## config.mk

```make
export PLATFORM = sky130hd
export DESIGN_NAME = scrambler_64b66b_tx_flat
export DESIGN_NICKNAME = d
export VERILOG_FILES = /design/src/rtl/scrambler_64b66b_tx_pkg.sv /design/src/rtl/scrambler_64b66b_tx_if.sv /design/src/rtl/scrambler_64b66b_tx_scr58_comb.sv /design/src/rtl/scrambler_64b66b_tx.sv /design/src/flat_wrapper.sv
export SDC_FILE = /design/constraint.sdc
export NUM_CORES = 1
export LEC_CHECK = 0
export BUFFER_PORTS_ARGS = -buffer_cell sky130_fd_sc_hd__buf_2
export CORE_AREA = 2 2 108 215
export CTS_CLUSTER_DIAMETER = 30
export DETAILED_ROUTE_END_ITERATION = 16
export DIE_AREA = 0 0 110 217
export GPL_ROUTABILITY_DRIVEN = 0
export SYNTH_ARGS = -nofsm -noshare
export SYNTH_HDL_FRONTEND = slang
export SYNTH_SLANG_ARGS = --single-unit
```

## constraint.sdc

```tcl
create_clock -name CLK -period 1.6 [get_ports CLK]
set_input_delay 0.08 -clock CLK [delete_from_list [all_inputs] [get_ports CLK]]
set_output_delay 0.08 -clock CLK [all_outputs]
set_load 0.03 [all_outputs]
```

## src/rtl/scrambler_64b66b_tx_pkg.sv

```systemverilog
// Shared constants and types for the 64b/66b transmit scrambler.
// Polynomial x^58 + x^39 + 1 applied to the 64-bit block payload.
package pcs_scr_pkg;

  localparam int LFSR_WIDTH = 58;
  localparam int TAP        = 39;
  localparam int DATA_WIDTH = 64;

  localparam logic [1:0] SYNC_DATA = 2'b01;
  localparam logic [1:0] SYNC_CTRL = 2'b10;

  localparam logic [LFSR_WIDTH-1:0] SCR_SEED_DEFAULT =
    58'h3FF_FFFF_FFFF_FFFF;

  typedef logic [LFSR_WIDTH-1:0] scr_state_t;

  typedef struct packed {
    logic [1:0]            sync;
    logic [DATA_WIDTH-1:0] data;
  } blk66_t;

endpackage

```

## src/rtl/scrambler_64b66b_tx_if.sv

```systemverilog
// Valid/ready stream bundle around the scrambler.
// master = upstream/downstream driver side, slave = scrambler side.
interface scrambler_64b66b_tx_if;
  import pcs_scr_pkg::*;

  logic                  in_valid;
  logic                  in_ready;
  logic [1:0]            in_sync;
  logic [DATA_WIDTH-1:0] in_data;
  logic                  out_valid;
  logic                  out_ready;
  logic [1:0]            out_sync;
  logic [DATA_WIDTH-1:0] out_data;

  modport master (
    output in_valid, in_sync, in_data, out_ready,
    input  in_ready, out_valid, out_sync, out_data
  );

  modport slave (
    input  in_valid, in_sync, in_data, out_ready,
    output in_ready, out_valid, out_sync, out_data
  );

endinterface

```

## src/rtl/scrambler_64b66b_tx_scr58_comb.sv

```systemverilog
// Combinational 64-bit parallel step of the x^58 + x^39 + 1 scrambler.
// state[k] holds the previous block's scrambled bit 6+k.
module scr58_comb
  import pcs_scr_pkg::*;
(
  input  scr_state_t            i_state,
  input  logic [DATA_WIDTH-1:0] i_data,
  output logic [DATA_WIDTH-1:0] o_data,
  output scr_state_t            o_next_state
);

  always_comb begin
    logic [DATA_WIDTH-1:0] v_s;
    v_s = '0;
    // Low bits draw both taps from the prior block.
    for (int i = 0; i < TAP; i++)
      v_s[i] = i_data[i]
             ^ i_state[i+LFSR_WIDTH-TAP]
             ^ i_state[i];
    for (int i = TAP; i < LFSR_WIDTH; i++)
      v_s[i] = i_data[i] ^ v_s[i-TAP] ^ i_state[i];
    for (int i = LFSR_WIDTH; i < DATA_WIDTH; i++)
      v_s[i] = i_data[i] ^ v_s[i-TAP] ^ v_s[i-LFSR_WIDTH];
    o_data       = v_s;
    o_next_state = v_s[DATA_WIDTH-1:DATA_WIDTH-LFSR_WIDTH];
  end

endmodule

```

## src/rtl/scrambler_64b66b_tx.sv

```systemverilog
// 64b/66b TX scrambler: one registered stage, valid/ready, sync bypass.
// Optional SCRAMBLER_SEED_LOAD_EN adds a runtime seed_load/seed_val port pair.
module scrambler_64b66b_tx #(
  parameter int          DATA_WIDTH = 64,
  parameter logic [57:0] SEED       = 58'h3FF_FFFF_FFFF_FFFF
) (
  input  logic                  CLK,
  input  logic                  rst,
  scrambler_64b66b_tx_if.slave  bus,
`ifdef SCRAMBLER_SEED_LOAD_EN
  input  logic                  seed_load,
  input  logic [57:0]           seed_val,
`endif
  output logic [31:0]           blk_cnt
);
  import pcs_scr_pkg::*;

  scr_state_t            r_state;
  scr_state_t            w_next_state;
  blk66_t                r_out_blk;
  logic                  r_out_valid;
  logic [31:0]           r_blk_cnt;
  logic [DATA_WIDTH-1:0] w_scr_data;
  logic                  w_in_ready;
  logic                  w_accept;

  assign w_in_ready = !r_out_valid || bus.out_ready;
  assign w_accept   = bus.in_valid && w_in_ready;

  scr58_comb u_scr (
    .i_state      (r_state),
    .i_data       (bus.in_data),
    .o_data       (w_scr_data),
    .o_next_state (w_next_state)
  );

  always_ff @(posedge CLK or negedge rst) begin
    if (!rst) begin
      r_state     <= SEED;
      r_out_blk   <= '0;
      r_out_valid <= 1'b0;
      r_blk_cnt   <= '0;
    end else begin
      if (w_accept) begin
        r_out_blk.data <= w_scr_data;
        r_out_blk.sync <= bus.in_sync;
        r_out_valid    <= 1'b1;
        r_state        <= w_next_state;
        r_blk_cnt      <= r_blk_cnt + 32'd1;
      end else if (bus.out_ready) begin
        r_out_valid <= 1'b0;
      end
`ifdef SCRAMBLER_SEED_LOAD_EN
      // Seed load wins over the same-cycle beat's state update.
      if (seed_load)
        r_state <= seed_val;
`endif
    end
  end

  assign bus.in_ready  = w_in_ready;
  assign bus.out_valid = r_out_valid;
  assign bus.out_sync  = r_out_blk.sync;
  assign bus.out_data  = r_out_blk.data;
  assign blk_cnt       = r_blk_cnt;

endmodule

```

## src/flat_wrapper.sv

```systemverilog
// flat-port wrapper written by rule: the top's interface ports become plain ports
module scrambler_64b66b_tx_flat import pcs_scr_pkg::*;
#(
  parameter int          DATA_WIDTH = 64,
  parameter logic [57:0] SEED       = 58'h3FF_FFFF_FFFF_FFFF
)
  (CLK, rst, blk_cnt, bus_in_valid, bus_in_sync, bus_in_data, bus_out_ready, bus_in_ready, bus_out_valid, bus_out_sync, bus_out_data);
  scrambler_64b66b_tx_if bus_i ();
  input  logic CLK;
  input  logic rst;
  output logic [31:0] blk_cnt;
  input wire logic [$bits(bus_i.in_valid)-1:0] bus_in_valid;
  input wire logic [$bits(bus_i.in_sync)-1:0] bus_in_sync;
  input wire logic [$bits(bus_i.in_data)-1:0] bus_in_data;
  input wire logic [$bits(bus_i.out_ready)-1:0] bus_out_ready;
  output wire logic [$bits(bus_i.in_ready)-1:0] bus_in_ready;
  output wire logic [$bits(bus_i.out_valid)-1:0] bus_out_valid;
  output wire logic [$bits(bus_i.out_sync)-1:0] bus_out_sync;
  output wire logic [$bits(bus_i.out_data)-1:0] bus_out_data;
  assign bus_i.in_valid = bus_in_valid;
  assign bus_i.in_sync = bus_in_sync;
  assign bus_i.in_data = bus_in_data;
  assign bus_i.out_ready = bus_out_ready;
  assign bus_in_ready = bus_i.in_ready;
  assign bus_out_valid = bus_i.out_valid;
  assign bus_out_sync = bus_i.out_sync;
  assign bus_out_data = bus_i.out_data;
  scrambler_64b66b_tx #(.DATA_WIDTH(DATA_WIDTH), .SEED(SEED)) u_core (.CLK(CLK), .rst(rst), .bus(bus_i), .blk_cnt(blk_cnt));
endmodule
```

==> flow_metrics.py, run 1 <==
metrics = {
    "status": {
        "status": "complete, no violations",
    },
    "critical_path": {
        "cp-start-kind": "flop",
        "reg2regPathDepth": 4,
        "path_class": "flop to flop",
        "crit_required_ps": 1930,
        "end_kind": "flop",
        "worst_ep_arrival_time_ps": 1880,
        "crit_fanout": 2,
    },
    "sta": {
        "relSlewSlack_pct": 74.8,
        "fmax_ghz": 0.646,
        "period_minus_slack_ps": 1550,
        "clock_skew_ps": 8.19,
        "final_max_slew_viol_count": 0,
        "setup_slack_ps": 51.8,
        "tightest_slew_ps": 375,
        "period_share_pct": 96.8,
        "hold_violations": 0,
        "setup_viol": 0,
        "rsz0062_at_grt": "true",
    },
    "worst_hold_path": {
        "hold_path.class": "primary input to flop",
        "whs_path_depth": 2,
    },
    "clock_tree": {
        "clk_latency_ps": 430,
        "htreeDepth": 4,
        "cts_buffers": 17,
        "cts_root_buffer": "clkbuf_16",
        "cts_tree": "built",
        "cts.sinks": 157,
        "clkTransAtPathRegs_ps": 70,
        "clockBufferDepth": 2,
    },
    "yosys": {
        "synth_area_sq_um": 7660,
        "async_flop_share_pct": 100,
        "synth_nets": 726,
        "syn_area_per_cell_sq_um": 11.7,
        "ys_types": 35,
        "ys_seq_elements": 157,
        "yosysTopAreaCell": "dfrtp_1",
        "ys_seq_area_share_pct": 52.2,
        "synth_cells": 655,
        "synthTopCellsByArea": "dfrtp_1 (32%), dfstp_2 (20%), a21o_1 (8.8%)",
        "synthFlopType": "dfrtp_1",
        "synth_edf_count": 0,
        "synth_top_area_share_pct": 32.3,
        "yosysWarnings": 0,
    },
    "global_routing": {
        "grt_pass1_wl_mm": 28.7,
        "antenna_found_initial": 2,
        "grt_pass1_vias": 5533,
        "grt_max_degree": 47,
        "overflow": 0,
        "grt_use_total_pct": 15.8,
    },
    "run": {
        "maxCapViolations": 0,
    },
    "power_and_ir_drop": {
        "peakVddDrop_mv": 1.24,
        "p_total_w": 0.0200,
        "p_per_area_nw_per_um2": 2030,
        "leakage_nw": 5.33,
    },
    "layout": {
        "num-fill-cells": 2110,
        "area_growth_pct": 28.3,
        "final_common_cell": "buf_2",
        "fin_area_sq_um": 9830,
        "fin_util_pct": 44.0,
        "nets": 930,
        "final_layout_size_suffix_gt1_share_pct": 38.4,
        "final_cell_mix": "buf_2 (168), nand2_1 (94), dfrtp_1 (94), a21o_1 (90), xor2_1 (62)",
    },
    "drt": {
        "wl_mm": 17.9,
        "drtIter0Drc": 216,
        "viasPerCell": 4.64,
        "drc_errors": 0,
        "drt-pass1-iter-count": 4,
        "antenna_left": 0,
        "wl_per_cell_microns": 15.5,
        "vias": 5360,
    },
    "place": {
        "port_buffers": 169,
        "placed_area_sq_um": 9110,
        "dpl.hpwl_mm": 13.2,
        "dp_slack_ps": 26.1,
    },
    "die": {
        "core_sq_um": 22300,
        "start_util_pct": 34.3,
        "dieArea_sq_um": 23900,
        "ios": 170,
        "die_height_microns": 217,
        "die_x_microns": 110,
        "num_rows": 78,
    },
}
[synthesized netlist by cell type (8+ instances only)]
master     n
dfrtp_1   99
nand2_1   95
a21o_1    90
xor2_1    62
dfstp_2   58
xnor2_1   46
nor2_1    36
and2_1    35
nor3_1    26
xnor3_1   25
buf_2     13
clkbuf_1   8
nor4_2     8
[cell families (layout without fill, tap and decap cells)]
family,after synthesis,count (layout),share of synthesized area (%)
AO/OA/AOI/OAI,96,96,9.21
other,0,2,0
adder cells (fa/ha/maj),1,1,0.163
buffers and inverters,33,250,2.24
XOR/XNOR,133,133,19.7
flip-flops,157,157,52.2
AND/OR/NAND/NOR,235,235,16.5
[final cells by class]
cell class | instances | area, sq um | share of cell area, %
Antenna cell | 2 | 5.00 | 0.0509
Clock buffer | 18 | 429 | 4.37
Clock inverter | 14 | 113 | 1.15
Inverter | 6 | 22.5 | 0.229
Multi-Input combinational cell | 465 | 3610 | 36.7
Sequential cell | 157 | 4010 | 40.8
Tap cell | 280 | 350 | 3.56
Timing Repair Buffer | 212 | 1290 | 13.2
[state kept, by name, summed over array words and instances (netlist names)]
| register | cells |
|---|---|
| u_core.blk_cnt | 32 |
| u_core.bus.out_data | 64 |
| u_core.bus.out_sync | 2 |
| u_core.bus.out_valid | 1 |
| u_core.r_state | 58 |
[worst paths after layout]
path | startpoint | endpoint | slack [ps]
setup reg to reg | u_core.r_state[7] | u_core.bus.out_data[46] | 50
hold / removal | bus_in_valid | u_core.bus.out_valid | 50
hold reg to reg | u_core.r_state[8] | u_core.r_state[8] | 470
max in group asynchronous | rst | u_core.r_state[32] | 890
setup / recovery | u_core.r_state[7] | u_core.bus.out_data[46] | 50
min in group asynchronous | rst | u_core.bus.out_data[12] | 100
[metrics by stage]
step	instances	TNS [ps]	hold WS, ps
finish	1154	0	54.1
global route	1153	-93.3	33.8
CTS	1150	0	25.2
detailed placement	1115	0	-19.0
global placement	1115	0	-17.1
floorplan	655	0	-216
[where the power goes]
| group | switching (W) | internal, W |
|---|---|---|
| clock network | 0.00172 | 0.00201 |
| registers | 0.00135 | 0.00615 |
| logic | 0.00459 | 0.00413 |
[what timing repair did]
item,CTS,global route
setup endpoints to repair,0,18
buffers inserted,0,2
hold endpoints to repair,112,0
gates resized for setup,0,17
hold buffers,3,0
[worst max-delay path, stage by stage, from the launching register on]
cell	delay, ps
dfstp_2	540
xnor2_1	210
xnor3_1	380
and2_1	180
a21o_1	150
[metal layers]
| metal | wire length (microns) | up-vias | global-route usage, % |
|---|---|---|---|
| met5 | 0 | - | 0 |
| met4 | 321 | 0 | 5.78 |
| met3 | 1230 | 22 | 5.27 |
| met2 | 8250 | 140 | 23.7 |
| met1 | 8130 | 2581 | 21.0 |
| li1 | - | 2617 | - |
No activity file was read; power rests on OpenSTA's default activity.
==> inputs of run 2 (changes only) <==
--- a/config.mk
+++ b/config.mk
@@ -6,11 +6,12 @@
 export NUM_CORES = 1
 export LEC_CHECK = 0
 export BUFFER_PORTS_ARGS = -buffer_cell sky130_fd_sc_hd__buf_2
-export CORE_AREA = 2 2 108 215
+export CORE_AREA = 2 2 87 172
 export CTS_CLUSTER_DIAMETER = 30
 export DETAILED_ROUTE_END_ITERATION = 16
-export DIE_AREA = 0 0 110 217
+export DIE_AREA = 0 0 89 174
 export GPL_ROUTABILITY_DRIVEN = 0
+export PLACE_DENSITY = 0.79
 export SYNTH_ARGS = -nofsm -noshare
 export SYNTH_HDL_FRONTEND = slang
 export SYNTH_SLANG_ARGS = --single-unit
==> run 2 against run 1 <==
  * Wire length increased by 9.1%
  * Clock skew rose by 1.1 ps
  * Worst setup slack got worse by 35 ps
  * Utilization up 24 points
  * Cell count fell by 7.5%
  * Die area fell by 35%
  * Maximum frequency shrank 2.2%
  * Total power up 1.8%
  * Non-clock buffer count grew 3
==> flow_metrics.py, run 2 (same netlist as run 1, synthesis figures left out) <==
metrics = {
    "critical_path": {
        "r2r_end": "u_core.blk_cnt[13]",
        "crit_required_ps": 1940,
        "worstSetupStartpoint": "u_core.blk_cnt[2]",
        "crit_fanout": 8,
        "crit_family": "simple AND/OR/NAND/NOR gates",
        "path_class": "flop to flop",
        "crit_path_end": "u_core.blk_cnt[13]",
        "critical_path_depth": 5,
        "cp-start-kind": "flop",
        "max_stage_delay_ps": 440,
        "slowest_stage": "dfrtp_1",
        "reg2regPathDepth": 5,
        "end_kind": "flop",
        "r2r-start": "u_core.blk_cnt[2]",
        "path_cells": "and4_2 -> nand3_2 -> buf_12 -> nor4_2 -> xor2_1",
        "worst_ep_arrival_time_ps": 1930,
        "reg2reg_slack_ps": 20,
        "worst-path-buf-inv": 1,
    },
    "clock_tree": {
        "htreeDepth": 4,
        "cts_root_buffer": "clkbuf_16",
        "cts_tree": "built",
        "clockBufferDepth": 2,
        "cts_buffers": 17,
        "clkTransAtPathRegs_ps": 60,
        "cts.sinks": 157,
        "clk_latency_ps": 420,
    },
    "layout": {
        "nets": 933,
        "num-fill-cells": 1092,
        "final_layout_size_suffix_gt1_share_pct": 39.0,
        "final_cell_mix": "buf_2 (168), dfrtp_1 (94), nand2_1 (93), a21o_1 (90), xor2_1 (59)",
        "area_growth_pct": 27.6,
        "fin_area_sq_um": 9770,
        "largest_reg_flops": 64,
        "final_common_cell": "buf_2",
    },
    "power_and_ir_drop": {
        "p_per_area_nw_per_um2": 2080,
        "leakage_nw": 5.38,
        "peakVddDrop_mv": 1.44,
        "p_total_w": 0.0203,
    },
    "sta": {
        "period_minus_slack_ps": 1580,
        "setup_viol": 0,
        "tightest_slew_ps": 480,
        "timing.hold.ws_ps": 68.8,
        "final_max_slew_viol_count": 0,
        "hold_violations": 0,
        "clock_skew_ps": 9.29,
        "period_share_pct": 99.0,
        "rsz0062_at_grt": "true",
        "tns_ps": 0,
        "relSlewSlack_pct": 68.0,
        "fmax_ghz": 0.632,
    },
    "status": {
        "status": "complete, no violations",
    },
    "place": {
        "dpl.hpwl_mm": 14.4,
        "placed_area_sq_um": 8980,
        "port_buffers": 169,
    },
    "global_routing": {
        "grt_use_total_pct": 26.1,
        "met2_usage_pct": 47.1,
        "grt_pass1_wl_mm": 30.8,
        "grt_max_degree": 48,
        "use_met1_pct": 27.1,
        "busiest_layer": "met2",
        "globalRouteMet3Util_pct": 6.22,
        "grt_pass1_vias": 6124,
        "overflow": 0,
        "antenna_found_initial": 1,
    },
    "drt": {
        "drc_errors": 0,
        "wl_per_cell_microns": 18.3,
        "viasPerCell": 5.26,
        "vias": 5619,
        "drtIter0Drc": 274,
        "antenna_left": 0,
        "drt-pass1-iter-count": 4,
        "wl_mm": 19.5,
    },
    "run": {
        "maxCapViolations": 0,
    },
    "die": {
        "dieArea_sq_um": 15500,
        "die_x_microns": 89,
        "die_height_microns": 174,
        "start_util_pct": 53.7,
        "core_sq_um": 14300,
        "ios": 170,
        "num_rows": 62,
    },
    "worst_hold_path": {
        "hold_path.class": "primary input to flop",
        "min_from": "bus_in_valid",
    },
}
## run 2: worst register-to-register path: stages (launching register included)
cell and delay (ps):
dfrtp_1 440, and4_2 310, nand3_2 130, buf_12 170, nor4_2 250, xor2_1 200
## run 2: worst min-delay path by stage
stage                             end  slack (ps)  cells after the start
3_3_place_gp   u_core.bus.out_data[6]          50                      1
5_1_grt          u_core.bus.out_valid          90                      2
4_1_cts          u_core.bus.out_valid          60                      2
2_1_floorplan       u_core.blk_cnt[0]        -220                      0
6_report         u_core.bus.out_valid          70                      2
3_5_place_dp       u_core.blk_cnt[29]          50                      1
## run 2: layer usage
| metal | vias to the layer above | share of wire [%] |
|---|---|---|
| met4 | 0 | 4.3 |
| met1 | 2769 | 35 |
| met3 | 48 | 5.1 |
| li1 | 2596 | - |
| met2 | 206 | 56 |
| met5 | - | 0 |
## run 2: layout make-up
class	count	area, sq um	share of cell area [%]
Clock inverter	14	135	1.38
Clock buffer	18	429	4.39
Sequential cell	157	4010	41.0
Multi-Input combinational cell	465	3640	37.2
Antenna cell	1	2.50	0.0256
Inverter	6	22.5	0.230
Timing Repair Buffer	215	1300	13.3
Tap cell	192	240	2.46
## run 2: timing repair
action / CTS / global route
hold buffers: 3 / 0
hold endpoints to repair: 55 / 0
setup buffers: 1 / 5
resized for setup: 3 / 19
pin swaps: 1 / 14
setup endpoints to repair: 3 / 20
## run 2: stage by stage
step / cells / util [%] / setup slack [ps]
2_1_floorplan: 655 / - / 4.35
3_3_place_gp: 1026 / 62.9 / 87.0
3_5_place_dp: 1026 / 62.9 / -25.3
4_1_cts: 1062 / 67.3 / 0.278
5_1_grt: 1068 / 68.5 / -44.2
6_report: 1068 / 68.5 / 16.5
## run 2: power by group
group          switching (W)  leakage (nW)  internal, W  total, W
clock network        0.00170         0.269      0.00217   0.00387
registers            0.00148          1.84      0.00616   0.00764
logic                0.00470          3.27      0.00410   0.00880
